[src/rtl/data_memory_pkg.sv]
// Shared types and constants for the image data memory vector load/store paths.
package data_memory_pkg;

    localparam int DEF_IMAGE_WIDTH  = 96;
    localparam int DEF_IMAGE_HEIGHT = 96;
    localparam int DEF_PIX_SIZE     = 8;
    localparam int MAX_LANES        = 16;
    localparam int MEM_DEPTH        = DEF_IMAGE_WIDTH * DEF_IMAGE_HEIGHT;

    typedef enum logic [1:0] {
        IDLE  = 2'd0,
        WRITE = 2'd1,
        DONE  = 2'd2
    } dmw_state_t;

    typedef logic [MAX_LANES-1:0][15:0] vec16x16_t;

endpackage

[src/rtl/pixel_pack.sv]
// 16-bit lane to pixel converter: unsigned clamp when DMW_SATURATE_EN is defined,
// plain truncation otherwise.
module pixel_pack #(
    parameter int PIX_SIZE = 8
) (
    input  logic [15:0]         din_i,
    output logic [PIX_SIZE-1:0] dout_o
);

`ifdef DMW_SATURATE_EN
    localparam logic [15:0] PIX_MAX = 16'((32'd1 << PIX_SIZE) - 32'd1);

    // Clamp values above the pixel range to full scale.
    always_comb begin
        if (din_i > PIX_MAX) begin
            dout_o = {PIX_SIZE{1'b1}};
        end else begin
            dout_o = din_i[PIX_SIZE-1:0];
        end
    end
`else
    logic unused_hi_s;
    assign unused_hi_s = ^din_i[15:PIX_SIZE];

    // Keep the low pixel bits only.
    always_comb begin
        dout_o = din_i[PIX_SIZE-1:0];
    end
`endif

endmodule

[src/rtl/data_memory_writer.sv]
// Vector store engine: serializes the low lanes of a vector register into the
// byte-wide image memory, one pixel per clock. Pixel packing depends on DMW_SATURATE_EN.
module data_memory_writer
    import data_memory_pkg::*;
#(
    parameter int IMAGE_WIDTH  = DEF_IMAGE_WIDTH,
    parameter int IMAGE_HEIGHT = DEF_IMAGE_HEIGHT,
    parameter int PIX_SIZE     = DEF_PIX_SIZE,
    parameter int LANES        = 8
) (
    input  logic                 CLK,
    input  logic                 RST,
    input  logic                 req_valid,
    output logic                 req_ready,
    input  logic [15:0]          Addr,
    input  logic [15:0][15:0]    WD,
    input  logic [LANES-1:0]     lane_mask,
    output logic                 mem_we,
    output logic [15:0]          mem_addr,
    output logic [PIX_SIZE-1:0]  mem_wdata,
    output logic                 busy,
    output logic                 done,
    output logic                 oob
);

    localparam int unsigned DEPTH    = int'(IMAGE_WIDTH * IMAGE_HEIGHT);
    localparam logic [3:0]  LAST_IDX = 4'(LANES - 1);

    dmw_state_t            state_q;
    logic [3:0]            idx_q;
    logic [15:0]           base_q;
    vec16x16_t             wd_q;
    logic [15:0]           mask_q;
    logic                  req_ready_q;
    logic                  busy_q;
    logic                  done_q;
    logic                  mem_we_q;
    logic [15:0]           mem_addr_q;
    logic [PIX_SIZE-1:0]   mem_wdata_q;
    logic                  oob_q;

    logic [15:0]           lane_addr_d;
    logic                  lane_in_range_d;
    logic [PIX_SIZE-1:0]   lane_pix_d;

    // The lane address wraps at 16 bits; wrapped addresses are judged like any other.
    assign lane_addr_d     = base_q + {12'd0, idx_q};
    assign lane_in_range_d = ({16'd0, lane_addr_d} < DEPTH);

    pixel_pack #(
        .PIX_SIZE (PIX_SIZE)
    ) u_pixel_pack (
        .din_i  (wd_q[idx_q]),
        .dout_o (lane_pix_d)
    );

    // Store FSM; outputs are registered, so each lane appears one cycle after its idx.
    always_ff @(posedge CLK) begin
        if (RST) begin
            state_q     <= IDLE;
            idx_q       <= 4'd0;
            base_q      <= 16'd0;
            wd_q        <= '0;
            mask_q      <= 16'd0;
            req_ready_q <= 1'b1;
            busy_q      <= 1'b0;
            done_q      <= 1'b0;
            mem_we_q    <= 1'b0;
            mem_addr_q  <= 16'd0;
            mem_wdata_q <= '0;
            oob_q       <= 1'b0;
        end else begin
            case (state_q)
                IDLE: begin
                    done_q   <= 1'b0;
                    mem_we_q <= 1'b0;
                    if (req_valid && req_ready_q) begin
                        state_q     <= WRITE;
                        base_q      <= Addr;
                        wd_q        <= WD;
                        mask_q      <= 16'(lane_mask);
                        idx_q       <= 4'd0;
                        oob_q       <= 1'b0;
                        req_ready_q <= 1'b0;
                        busy_q      <= 1'b1;
                    end else begin
                        req_ready_q <= 1'b1;
                    end
                end
                WRITE: begin
                    mem_we_q    <= mask_q[idx_q] & lane_in_range_d;
                    mem_addr_q  <= lane_addr_d;
                    mem_wdata_q <= lane_pix_d;
                    if (mask_q[idx_q] && !lane_in_range_d) begin
                        oob_q <= 1'b1;
                    end else begin
                        oob_q <= oob_q;
                    end
                    idx_q <= idx_q + 4'd1;
                    if (idx_q == LAST_IDX) begin
                        state_q <= DONE;
                    end else begin
                        state_q <= WRITE;
                    end
                end
                DONE: begin
                    mem_we_q <= 1'b0;
                    busy_q   <= 1'b0;
                    done_q   <= 1'b1;
                    state_q  <= IDLE;
                end
                default: begin
                    state_q     <= IDLE;
                    mem_we_q    <= 1'b0;
                    busy_q      <= 1'b0;
                    done_q      <= 1'b0;
                    req_ready_q <= 1'b1;
                end
            endcase
        end
    end

    assign req_ready = req_ready_q;
    assign busy      = busy_q;
    assign done      = done_q;
    assign mem_we    = mem_we_q;
    assign mem_addr  = mem_addr_q;
    assign mem_wdata = mem_wdata_q;
    assign oob       = oob_q;

endmodule

[config.mk]
export PLATFORM = sky130hd
export DESIGN_NAME = data_memory_writer
export DESIGN_NICKNAME = d
export VERILOG_FILES = /design/src/rtl/data_memory_pkg.sv /design/src/rtl/pixel_pack.sv /design/src/rtl/data_memory_writer.sv
export SDC_FILE = /design/constraint.sdc
export NUM_CORES = 1
export LEC_CHECK = 0
export BUFFER_PORTS_ARGS = -buffer_cell sky130_fd_sc_hd__buf_2
export CORE_UTILIZATION = 49
export CTS_CLUSTER_DIAMETER = 60
export DETAILED_ROUTE_END_ITERATION = 10
export HOLD_SLACK_MARGIN = 0.02
export PLACE_DENSITY = 0.8
export RECOVER_POWER = 50
export SKIP_CTS_REPAIR_TIMING = 1
export SLEW_MARGIN = 40
export SYNTH_ARGS = -nofsm -noshare
export SYNTH_HDL_FRONTEND = slang
export SYNTH_SLANG_ARGS = --single-unit
[constraint.sdc]
create_clock -name CLK -period 2.99 [get_ports CLK]
set_clock_uncertainty 0.05 [all_clocks]
set_input_delay 0.598 -clock CLK [delete_from_list [all_inputs] [get_ports CLK]]
set_output_delay 0.598 -clock CLK [all_outputs]
set_load 0.005 [all_outputs]
# ---- After elaboration in Yosys (flattened, before gate mapping)
# Index checks and enable logic that the tools add are counted.
dict set report word_totals {
  regBits 315
  latchBits 0
  ramBits 0
  mem_bits_ro 0
  inputBits 283
  out_inout_bits 29
  wordCells 66
  memories 0
}
dict set report op_classes {
  add_sub_neg 2
  mul 0
  n_div 0
  magnitude_cmp 2
  eq_ne 5
  shifts 0
  n_mux 17
  n_bitwise 2
  n_reduce_logical 11
}
# op n
set ops {}
lappend ops {{$bmux W16 S4} 1}
lappend ops {{$add A16 B4 Y16} 1}
lappend ops {{$lt A16 B14 Y1 const B} 1}
lappend ops {{$mux W8} 1}
lappend ops {{$pmux W1 S2} 4}
lappend ops {{$pmux W4 S2} 1}
lappend ops {{$reduce_and A2 Y1} 3}
lappend ops {{$lt A4 B5 Y1 const B} 1}
lappend ops {{$mux W1} 5}
lappend ops {{$add A4 B1 Y4 const B} 1}
lappend ops {{$bmux W1 S4} 1}
lappend ops {{$eq A4 B3 Y1 const B} 1}
lappend ops {{$mux W2} 2}
lappend ops {{$mux W4} 1}
lappend ops {{$ne A2 B2 Y1 const B} 2}
lappend ops {{$pmux W2 S2} 1}
lappend ops {{$reduce_or A2 Y1} 2}
lappend ops {{$reduce_and A3 Y1} 1}
lappend ops {{$eq A2 B1 Y1 const B} 1}
lappend ops {{$eq A2 B2 Y1 const B} 1}
lappend ops {{$logic_and A1 B1 Y1} 2}
lappend ops {{$logic_not A2 Y1} 1}
lappend ops {{$reduce_bool A2 Y1} 1}
lappend ops {{$and A1 B1 Y1} 1}
lappend ops {{2 further kinds} 2}

# ---- Longest topological paths before layout
# Gate-level depths: netlist of run 1.
dict set report logic_depth {
  depth_word 6
  mapped_depth 8
  mapped_depth_nobuf 8
}

# ---- By module
# Synthesis of run 1 repeated with hierarchy kept, for this count alone.
dict set report hier_totals {
  hier_cells 1524
  hier_area_um2 13230.2
}
# mod instances cells_each area_per_inst_um2
set modules_own_cells {}
lappend modules_own_cells {data_memory_writer 1 1516 13170.1}
lappend modules_own_cells {pixel_pack 1 8 60.1}

# ---- Worst setup path after synthesis of run 1
# Ideal clock, no wire load.
dict set report synth_path {
  path_kind {register to register}
  start {register idx_q[0]}
  end {register oob_q (netlist: oob)}
  arrival_time_ps 2156
  slack_ps 666
  stages_incl_launch_ff 9
  path_buffers 0
  synth_period_minus_slack_ps 2324
  cell_sequence {dfxtp_1 ha_1 fa_1 a21o_1 a21oi_2 nor3_1 or3_1 o2bb2ai_1 a32o_1}
}
dict set report synth_via {
  elab_chain_len 6
  word_cells_on_any_way 8
  cone_classes {add/sub (1); order compare (1); eq/ne (1); mux (2); reduce/logical (3)}
}
# element line
set synth_lines {}
lappend synth_lines {{from (decl)} data_memory_writer.sv:30} ;# logic [3:0] idx_q;
lappend synth_lines {{from (signal assigned)} data_memory_writer.sv:99} ;# idx_q <= idx_q + 4'd1;
lappend synth_lines {{$add A16 B4 Y16} data_memory_writer.sv:47} ;# assign lane_addr_d = base_q + {12'd0, idx_q};
lappend synth_lines {{$lt A16 B14 Y1} data_memory_writer.sv:48} ;# assign lane_in_range_d = ({16'd0, lane_addr_d} < DEPTH);
lappend synth_lines {{$logic_not A1 Y1} data_memory_writer.sv:94} ;# if (mask_q[idx_q] && !lane_in_range_d) begin
lappend synth_lines {{$logic_and A1 B1 Y1 (*)} data_memory_writer.sv:94}
lappend synth_lines {{$ne A2 B2 Y1 (no line) (*)} --}
lappend synth_lines {{$reduce_and A3 Y1 (no line) (*)} --}
lappend synth_lines {{to (signal assigned)} data_memory_writer.sv:97} ;# oob_q <= oob_q;
lappend synth_lines {{to (decl)} data_memory_writer.sv:40} ;# logic oob_q;
# Mark *: on every way between the ends. The rest lies on a longest branch, timed or not. The select of a mux whose other input is x is not followed.
# A chain may end at the register's enable or synchronous reset.

# ---- Worst setup path after layout of run 1
# Same ends and word-level chain as after synthesis.

==> reports/metrics.yaml, run 1 <==
status: "finished with violations"
violations: "max-capacitance violations, max-slew violations"
design.die.area_um2: 16800
yosysSeqAreaShare: 0.469
grt.total_usage: 0.247
die-height_um: 130
start_util: 0.503
synth.top_cell.area_share: 0.469
setup-tns-final_ps: 0
synth_enable_flop_cells: 0
synthTopCellsByArea: "dfxtp_1, nand2_1, a21oi_1"
synth.distinct_cells: 42
criticalPathCategory: "reg2reg"
antenna_found_initial: 3
core-area_um2: 15900
totalWireLength_um: 20000
io_buffers: 183
avgSynthCellArea_um2: 8.73
cts_made_buffers: 17
syn_inst: 915
cap_violations: 1
drtIter0Drc: 386
min_to: "base_q[5]$_SDFFE_PP0P_"
drc: 0
grt_pass1_vias: 6275
worstMarginPinSlew_ps: 1620
crit_required_ps: 3260
hold_viol: 0
areaGrowthSynthToFinish_pct: 20.1
hp-class: "in2reg"
cp-end-kind: "flip-flop"
reg2reg_depth: 8
fin_nets: 1349
drt-pass1-iter-count: 5
dominantRegCellSynth: "dfxtp_1"
r2r_slack_ps: 410
yosysTopAreaCell: "dfxtp_1"
p_per_area_nw_per_um2: 631
wl_per_cell_um: 15.5
drv_slew: 94
grt_pass1_wl_um: 31400
syn-num-nets: 1207
drt.antenna.violating_nets: 0
holdPathStages: 3
synth_seq_cells: 187
slew_headroom: -0.0818
fmax_mhz: 387
cp-start-kind: "flip-flop"
fin_crit_sh: 0.864
grt_max_degree: 94
dpl.hpwl_um: 13700
netlist_area_um2: 7990
vias: 6767
die_w_um: 130
power_leakage_nw: 3.78
cts_max_level: 4
synth.most_common_cell: "nand2_1"
hold_ws_ps: 348
synthArstFlopShare: 0
min_from: "Addr[5]"
critPathArrivalTime_ps: 2850
ir_worst_vdd_uv: 426
synth_common_cells: "nand2_1, dfxtp_1, a21oi_1, clkbuf_1, nor2_1"
layout-drive-gt1-share: 0.223
vias_per_cell: 5.25
cts_buffer_depth: 2
clk_transition_reported_paths_ps: 70
grt_overflow: 0
ios: 312
yosys_warnings: 0
cts_tree: "yes"
clk_latency_ps: 430
worstReg2RegStart: "idx_q[0]$_SDFFE_PP0P_"
period_needed_ps: 2580
reg2reg_to: "oob$_SDFFE_PP0P_"
root_buffer: "clkbuf_16"
gp_congestion: 0.834
clkSinkCount: 187
setup_viol: 0
worst-path-max-fanout: 6
grt_setup_unrepaired: "no"
rows: 46
## state kept, by name, summed over array words and instances, names as in the netlist
name       count
base_q        16
busy           1
done           1
idx_q          4
mask_q         8
mem_addr      16
mem_wdata      8
mem_we         1
oob            1
req_ready      1
state_q        2
wd_q         128
## logic make-up after synthesis
| group | Yosys count | synth area share |
|---|---|---|
| simple gates | 389 | 0.192 |
| flops | 187 | 0.469 |
| compound gates | 181 | 0.122 |
| buf+inv | 75 | 0.0418 |
| mux | 58 | 0.143 |
| xor+xnor | 16 | 0.0175 |
| fa+ha+maj | 9 | 0.0150 |
## cell type report
| cell class | count | area, µm² |
|---|---|---|
| clock inverters | 11 | 158 |
| inverters | 4 | 15.0 |
| diodes | 3 | 7.51 |
| clock buffers | 20 | 457 |
| fillers | 1420 | 6290 |
| multi-input cells | 653 | 3930 |
| well taps | 216 | 270 |
| repair buffers | 194 | 1020 |
| flip-flops and latches | 187 | 3740 |
## stage by stage
stage               utilization  cell area, µm²  setup slack (ps)  cells  power (mW)
floorplan                     -            7990               666    915        3.46
global placement          0.568            9030               451   1254        3.75
detailed placement        0.568            9030               427   1254        3.78
CTS                       0.607            9640               402   1285        6.12
global route              0.604            9590               169   1286        6.33
finish                    0.604            9600               406   1288        6.06
## worst max-delay path, stage by stage (launching register included)
cell       delay (ps)
dfxtp_1           310
ha_1              240
fa_1              440
a21o_1            240
a21oi_2           290
nor3_1            140
or3_1             330
o2bb2ai_1         180
a32o_1            250
## placed cells by master, fill, tap and decap left out, types with 3 or more instances in the layout
cell type,Yosys,final
xor2_1,7,7
a21oi_1,156,156
nor3_1,4,4
clkbuf_1,57,24
ha_1,8,8
nand2_1,314,314
a211oi_1,13,13
xnor2_1,9,9
inv_6,0,4
dfxtp_1,187,186
buf_12,1,4
nor2_1,48,48
diode_2,0,3
mux2i_1,16,16
nand4_1,3,3
mux4_1,10,10
buf_4,0,5
mux4_2,32,32
buf_2,5,160
bufinv_16,0,3
inv_1,4,4
nand3_1,4,3
clkbuf_16,0,17
## routing by layer
| layer | vias to the layer above | track usage | share of wire |
|---|---|---|---|
| met3 | 22 | 0.0838 | 0.067 |
| met1 | 3164 | 0.304 | 0.44 |
| li1 | 3386 | - | - |
| met4 | 0 | 0.0807 | 0.015 |
| met5 | - | 0 | 0 |
| met2 | 195 | 0.406 | 0.48 |
## power breakdown
part | switching, mW | total, mW | internal (mW) | leakage [nW]
logic | 0.521 | 0.907 | 0.386 | 1.96
clock network | 0.977 | 2.35 | 1.37 | 0.294
registers | 0.114 | 2.80 | 2.69 | 1.53
## how the worst max path moves through the flow
stage | to | depth (start not counted) | start
floorplan | oob$_SDFFE_PP0P_ | 8 | idx_q[0]$_SDFFE_PP0P_
global placement | mem_we$_SDFF_PP0_ | 8 | idx_q[0]$_SDFFE_PP0P_
detailed placement | oob$_SDFFE_PP0P_ | 8 | idx_q[0]$_SDFFE_PP0P_
CTS | oob$_SDFFE_PP0P_ | 8 | idx_q[0]$_SDFFE_PP0P_
global route | wd_q[240]$_SDFFE_PP0P_ | 6 | state_q[0]$_SDFFE_PP0N_
finish | oob$_SDFFE_PP0P_ | 8 | idx_q[0]$_SDFFE_PP0P_
Note: power is estimated with default switching activity, not from simulation.
==> inputs of run 2 (changes only) <==
==> constraint.sdc (replaced) <==
create_clock -name CLK -period 2.99 [get_ports CLK]
set_clock_uncertainty 0.05 [all_clocks]
set_input_delay 0.4485 -clock CLK [delete_from_list [all_inputs] [get_ports CLK]]
set_output_delay 0.4485 -clock CLK [all_outputs]
set_load 0.005 [all_outputs]
==> run 2 against run 1 <==
Effect of this change: first-iteration DRC count is 17% higher; critical path depth stayed put; sequential power hardly changed; setup slack worse by 87 ps; clock-buffer cell count is 3 higher; sequential share of layout area is 0.15 points higher; clock power is 5% lower; sequential cell count stayed put; global-route usage is 0.37 points lower; the run still ends with max-capacitance violations, max-slew violations left; register-to-register slack worse by 90 ps; hold slack worse by 140 ps.
==> reports/metrics.yaml, run 2 (synthesized netlist as in run 1, its figures left out) <==
dpl.hpwl_um: 13600  # was 13700 µm
cp-start-kind: "flip-flop"  # unchanged
cts_max_level: 4  # unchanged
p_per_area_nw_per_um2: 622  # was 631 nW/µm²
grt.total_usage: 0.243  # was 0.247
cts_buffer_depth: 2  # unchanged
drv_slew: 80  # was 94
grt_pass1_vias: 6223  # was 6275
cts_made_buffers: 17  # unchanged
vias_per_cell: 5.26  # was 5.25
final_common_cell: "nand2_1"  # unchanged
fin_crit_sh: 0.893  # was 0.864
cap_violations: 1  # unchanged
grt_pass1_wl_um: 31200  # was 31400 µm
path_buf_inv: 0  # unchanged
criticalPathCategory: "reg2reg"  # unchanged
finalWorstSetupSlack_ps: 318  # was 406 ps
regMostFlops: "wd_q"  # unchanged
drt.antenna.violating_nets: 0  # unchanged
setup_viol: 0  # unchanged
rows: 46  # unchanged
worstMarginPinSlew_ps: 1560  # was 1620 ps
violations: "max-capacitance violations, max-slew violations"  # unchanged
die_w_um: 130  # unchanged
fill_cells: 1415  # was 1420
clk_transition_reported_paths_ps: 60  # was 70 ps
ios: 312  # unchanged
fin_nets: 1350  # was 1349
dp.cells: 1255  # was 1254
largest_reg_flops: 128  # unchanged
ir_worst_vdd_uv: 419  # was 426 µV
status: "finished with violations"  # unchanged
io_buffers: 183  # unchanged
cts_tree: "yes"  # unchanged
grt_overflow: 0  # unchanged
grt_max_degree: 88  # was 94
crit_family: "simple AND/OR/NAND/NOR gates"  # was compound AO/OA/AOI/OAI gates
hp-class: "in2reg"  # unchanged
die-height_um: 130  # unchanged
drtIter0Drc: 453  # was 386
power_leakage_nw: 3.77  # was 3.78 nW
drc: 0  # unchanged
clkSinkCount: 187  # unchanged
pre_cts_slack_ps: 313  # was 427 ps
mostFrequentLayoutCells: "nand2_1, dfxtp_1, buf_2"  # unchanged
worst-path-max-fanout: 6  # unchanged
drt-pass1-iter-count: 5  # unchanged
slew_headroom: -0.0368  # was -0.0818
start_util: 0.503  # unchanged
totalWireLength_um: 19600  # was 20000 µm
finalCoreUtilization: 0.602  # was 0.604
clk_latency_ps: 420  # was 430 ps
areaGrowthSynthToFinish_pct: 19.7  # was 20.1%
crit_required_ps: 3240  # was 3260 ps
setup-tns-final_ps: 0  # unchanged
slowest_stage: "fa_1"  # unchanged
layout-drive-gt1-share: 0.219  # was 0.223
critPathArrivalTime_ps: 2920  # was 2850 ps
gp_congestion: 0.830  # was 0.834
crit_chain: "ha_1 -> fa_1 -> a21o_1 -> a21oi_2 -> nor3_1 -> or3_1 -> o2bb2ai_1 -> nor4bb_1"  # was ha_1 -> fa_1 -> a21o_1 -> a21oi_2 -> nor3_1 -> or3_1 -> o2bb2ai_1 -> a32o_1
period_needed_ps: 2670  # was 2580 ps
grt_setup_unrepaired: "no"  # unchanged
hold_viol: 0  # unchanged
cpPeakStageDelay_ps: 440  # about the same
fin_cells: 1288  # unchanged
wl_per_cell_um: 15.2  # was 15.5 µm
vias: 6771  # was 6767
cp-end-kind: "flip-flop"  # unchanged
root_buffer: "clkbuf_16"  # unchanged
design.die.area_um2: 16800  # unchanged
antenna_found_initial: 2  # was 3
fmax_mhz: 374  # was 387 MHz
core-area_um2: 15900  # unchanged
==> run 2: changes by cell type in the layout (fill, tap and decap cells not counted), sizes merged <==
cell / delta
clkbuf: +7
inv: -4
buf: -3
clkinv: +2
clkinvlp: -1
diode: -1
==> run 2: final timing paths <==
| check | from | to | slack (ps) | cells after the start |
|---|---|---|---|---|
| max | idx_q[0]$_SDFFE_PP0P_ | mem_we$_SDFF_PP0_ | 320 | 8 |
| min | Addr[5] | base_q[5]$_SDFFE_PP0P_ | 200 | 3 |
| max reg2reg | idx_q[0]$_SDFFE_PP0P_ | mem_we$_SDFF_PP0_ | 320 | 8 |
| min reg2reg | wd_q[68]$_SDFFE_PP0P_ | wd_q[68]$_SDFFE_PP0P_ | 400 | 2 |
==> run 2: layer usage <==
metal	wire length (µm)	vias to the layer above	share of wire	global-route usage
li1	-	3398	-	-
met1	8510	3140	0.43	0.311
met2	9390	208	0.48	0.397
met3	1350	25	0.069	0.0648
met4	368	0	0.019	0.0862
met5	0	-	0	0
==> run 2: where the power goes <==
group | total [mW] | internal (mW) | switching, mW | leakage [nW]
Clock | 2.24 | 1.35 | 0.894 | 0.287
Combinational | 0.900 | 0.383 | 0.518 | 1.95
Sequential | 2.81 | 2.69 | 0.115 | 1.53
Total | 5.95 | 4.42 | 1.53 | 3.77
==> run 2: layout make-up <==
type | instances | area [µm²] | share of cell area
Tap cell | 216 | 270 | 0.0283
Sequential cell | 187 | 3740 | 0.392
Antenna cell | 2 | 5.00 | 0.000523
Inverter | 4 | 15.0 | 0.00157
Clock inverter | 8 | 118 | 0.0123
Clock buffer | 23 | 468 | 0.0489
Timing Repair Buffer | 195 | 1010 | 0.106
Multi-Input combinational cell | 653 | 3930 | 0.411
==> run 2: tightest hold or removal path, stage by stage <==
cell and delay (ps):
buf_2 90, nand2_1 40, a21oi_1 50
==> run 2: through the flow <==
stage | power, mW | cell area (µm²) | hold WS (ps)
final | 5.95 | 9560 | 204
after CTS | 6.02 | 9600 | 193
after global placement | 3.75 | 9010 | 388
after detailed placement | 3.77 | 9010 | 395
after floorplan | 3.46 | 7990 | 382
after global routing | 6.23 | 9560 | 204
==> inputs of run 3 (changes only) <==
Settings changed: CORE_ASPECT_RATIO from default to 0.75.
==> run 3 against run 2 <==
Effect of this change: the run now ends clean; via count up 1.4%; clock-buffer cell count up 4; register-to-register slack improved by 110 ps; final cell count decreased by 0.39%; hold slack got worse by 2.1 ps; sequential cell count did not move; design area is essentially flat; non-clock buffer count up 1; clock power down 5%; largest cell class unchanged.
==> reports/metrics.yaml, run 3 (synthesized netlist as in run 1, its figures left out) <==
cp-start-kind: "flip-flop"  # unchanged
cap_violations: 0  # was 1
p_per_area_nw_per_um2: 613  # was 622 nW/µm²
clockPowerShare: 0.362  # was 0.377
worst-path-max-fanout: 5  # was 6
worstMarginPinSlew_ps: 1270  # was 1560 ps
die_w_um: 149  # was 130 µm
cts_tree: "yes"  # unchanged
die-height_um: 113  # was 130 µm
clk_latency_ps: 430  # was 420 ps
regMostFlops: "wd_q"  # unchanged
cts_buffer_depth: 2  # unchanged
p_sw_frac: 0.269  # was 0.257
grt_pass1_wl_um: 33200  # was 31200 µm
hold_viol: 0  # unchanged
crit_required_ps: 3230  # was 3240 ps
setup_viol: 0  # unchanged
final_common_cell: "nand2_1"  # unchanged
totalWireLength_um: 21100  # was 19600 µm
drt.antenna.violating_nets: 0  # unchanged
hp-class: "in2reg"  # unchanged
p_sw_mw: 1.58  # was 1.53 mW
drc: 0  # unchanged
root_buffer: "clkbuf_16"  # unchanged
setup-tns-final_ps: 0  # unchanged
ios: 312  # unchanged
worstReg2RegStart: "idx_q[0]$_SDFFE_PP0P_"  # unchanged
p_int_mw: 4.28  # was 4.42 mW
min_to: "base_q[5]$_SDFFE_PP0P_"  # unchanged
fin_crit_sh: 0.856  # was 0.893
drt-pass1-iter-count: 5  # unchanged
drv_slew: 0  # was 80
vias_per_cell: 5.35  # was 5.26
r2r_slack_ps: 430  # was 320 ps
antenna_found_initial: 7  # was 2
critPathArrivalTime_ps: 2800  # was 2920 ps
fmax_mhz: 391  # was 374 MHz
areaGrowthSynthToFinish_pct: 19.6  # was 19.7%
holdPathStages: 3  # unchanged
ir_worst_vdd_uv: 398  # was 419 µV
clkSinkCount: 187  # unchanged
criticalPathCategory: "reg2reg"  # unchanged
seqPwrFrac: 0.480  # was 0.472
slew_headroom: 0.154  # was -0.0368
clk_transition_reported_paths_ps: 70  # was 60 ps
reg2reg_depth: 9  # was 8
hold_ws_ps: 202  # was 204 ps
grt_pass1_vias: 6315  # was 6223
rows: 40  # was 46
grt_overflow: 0  # unchanged
grt_max_degree: 119  # was 88
mostFrequentLayoutCells: "nand2_1, dfxtp_1, buf_2"  # unchanged
largest_reg_flops: 128  # unchanged
wl_per_cell_um: 16.5  # was 15.2 µm
io_buffers: 183  # unchanged
min_from: "Addr[5]"  # unchanged
combPwrFrac: 0.158  # was 0.151
reg2reg_to: "mem_we$_SDFF_PP0_"  # unchanged
fin_nets: 1351  # was 1350
cts_made_buffers: 17  # unchanged
drtIter0Drc: 484  # was 453
core-area_um2: 16000  # was 15900 µm²
grt.total_usage: 0.261  # was 0.243
dpl.hpwl_um: 14700  # was 13600 µm
status: "finished, final reports clean"  # was finished with violations
design.die.area_um2: 16800  # about the same
cts_max_level: 4  # unchanged
grt_setup_unrepaired: "no"  # unchanged
cp-end-kind: "flip-flop"  # unchanged
layout-drive-gt1-share: 0.228  # was 0.219
vias: 6868  # was 6771
period_needed_ps: 2560  # was 2670 ps
power_leakage_nw: 3.79  # was 3.77 nW
start_util: 0.500  # was 0.503
gp_congestion: 0.872  # was 0.830
run 3: changes by cell type in the layout (fill, tap and decap cells not counted), moves of 2 or more:
cell | previous run | this run
buf_2 | 157 | 165
clkbuf_1 | 29 | 21
clkbuf_8 | 2 | 6
clkinv_2 | 4 | 0
bufinv_16 | 3 | 0
clkbuf_2 | 3 | 1
clkinvlp_4 | 1 | 3
run 3: per-layer routing:
| layer | share of wire | track usage | vias up | wire (µm) |
|---|---|---|---|---|
| met2 | 0.43 | 0.382 | 256 | 9000 |
| met4 | 0.0093 | 0.0769 | 8 | 197 |
| met5 | 0.0029 | 0 | - | 61 |
| li1 | - | - | 3383 | - |
| met1 | 0.48 | 0.380 | 3198 | 10200 |
| met3 | 0.078 | 0.0650 | 23 | 1660 |
run 3: cell type report:
cell class,instances,area (µm²)
diodes,2,5.00
clock inverters,4,31.3
repair buffers,196,1050
well taps,210,263
inverters,4,15.0
clock buffers,27,523
fillers,1474,6410
flip-flops and latches,187,3750
multi-input cells,653,3930
run 3: worst max path at each step:
stage,cells past startpoint,slack [ps],end,from
detailed placement,5,480,mem_wdata[7]$_SDFFE_PP0P_,idx_q[0]$_SDFFE_PP0P_
floorplan,8,670,oob$_SDFFE_PP0P_,idx_q[0]$_SDFFE_PP0P_
global placement,8,530,mem_we$_SDFF_PP0_,idx_q[0]$_SDFFE_PP0P_
CTS,5,460,mem_wdata[7]$_SDFFE_PP0P_,idx_q[0]$_SDFFE_PP0P_
global route,9,340,mem_we$_SDFF_PP0_,idx_q[0]$_SDFFE_PP0P_
finish,9,430,mem_we$_SDFF_PP0_,idx_q[0]$_SDFFE_PP0P_
run 3: stage by stage:
step | instances | utilization | setup slack, ps | instance area [µm²] | power (mW)
floorplan | 915 | - | 666 | 7990 | 3.46
global placement | 1250 | 0.566 | 531 | 9040 | 3.77
detailed placement | 1250 | 0.566 | 476 | 9040 | 3.80
CTS | 1281 | 0.601 | 456 | 9590 | 5.90
global route | 1282 | 0.598 | 337 | 9550 | 6.13
finish | 1283 | 0.598 | 431 | 9550 | 5.86
run 3: worst max-delay path, stage by stage (launching register included):
cell and delay [ps]:
dfxtp_2 320, ha_1 240, fa_1 440, a21o_1 230, a21oi_2 170, buf_4 170, nor3_1 80, o221ai_1 200
o2bb2ai_1 110, nor4bb_1 400
run 3: power by group through the flow:
| stage | Combinational (mW) | Sequential, mW | Clock (mW) |
|---|---|---|---|
| final | 0.929 | 2.81 | 2.12 |
| after global routing | 1.03 | 2.83 | 2.27 |
| after CTS | 0.942 | 2.81 | 2.15 |
| after detailed placement | 0.938 | 2.86 | 0 |
| after global placement | 0.919 | 2.85 | 0 |
| after floorplan | 0.632 | 2.83 | 0 |
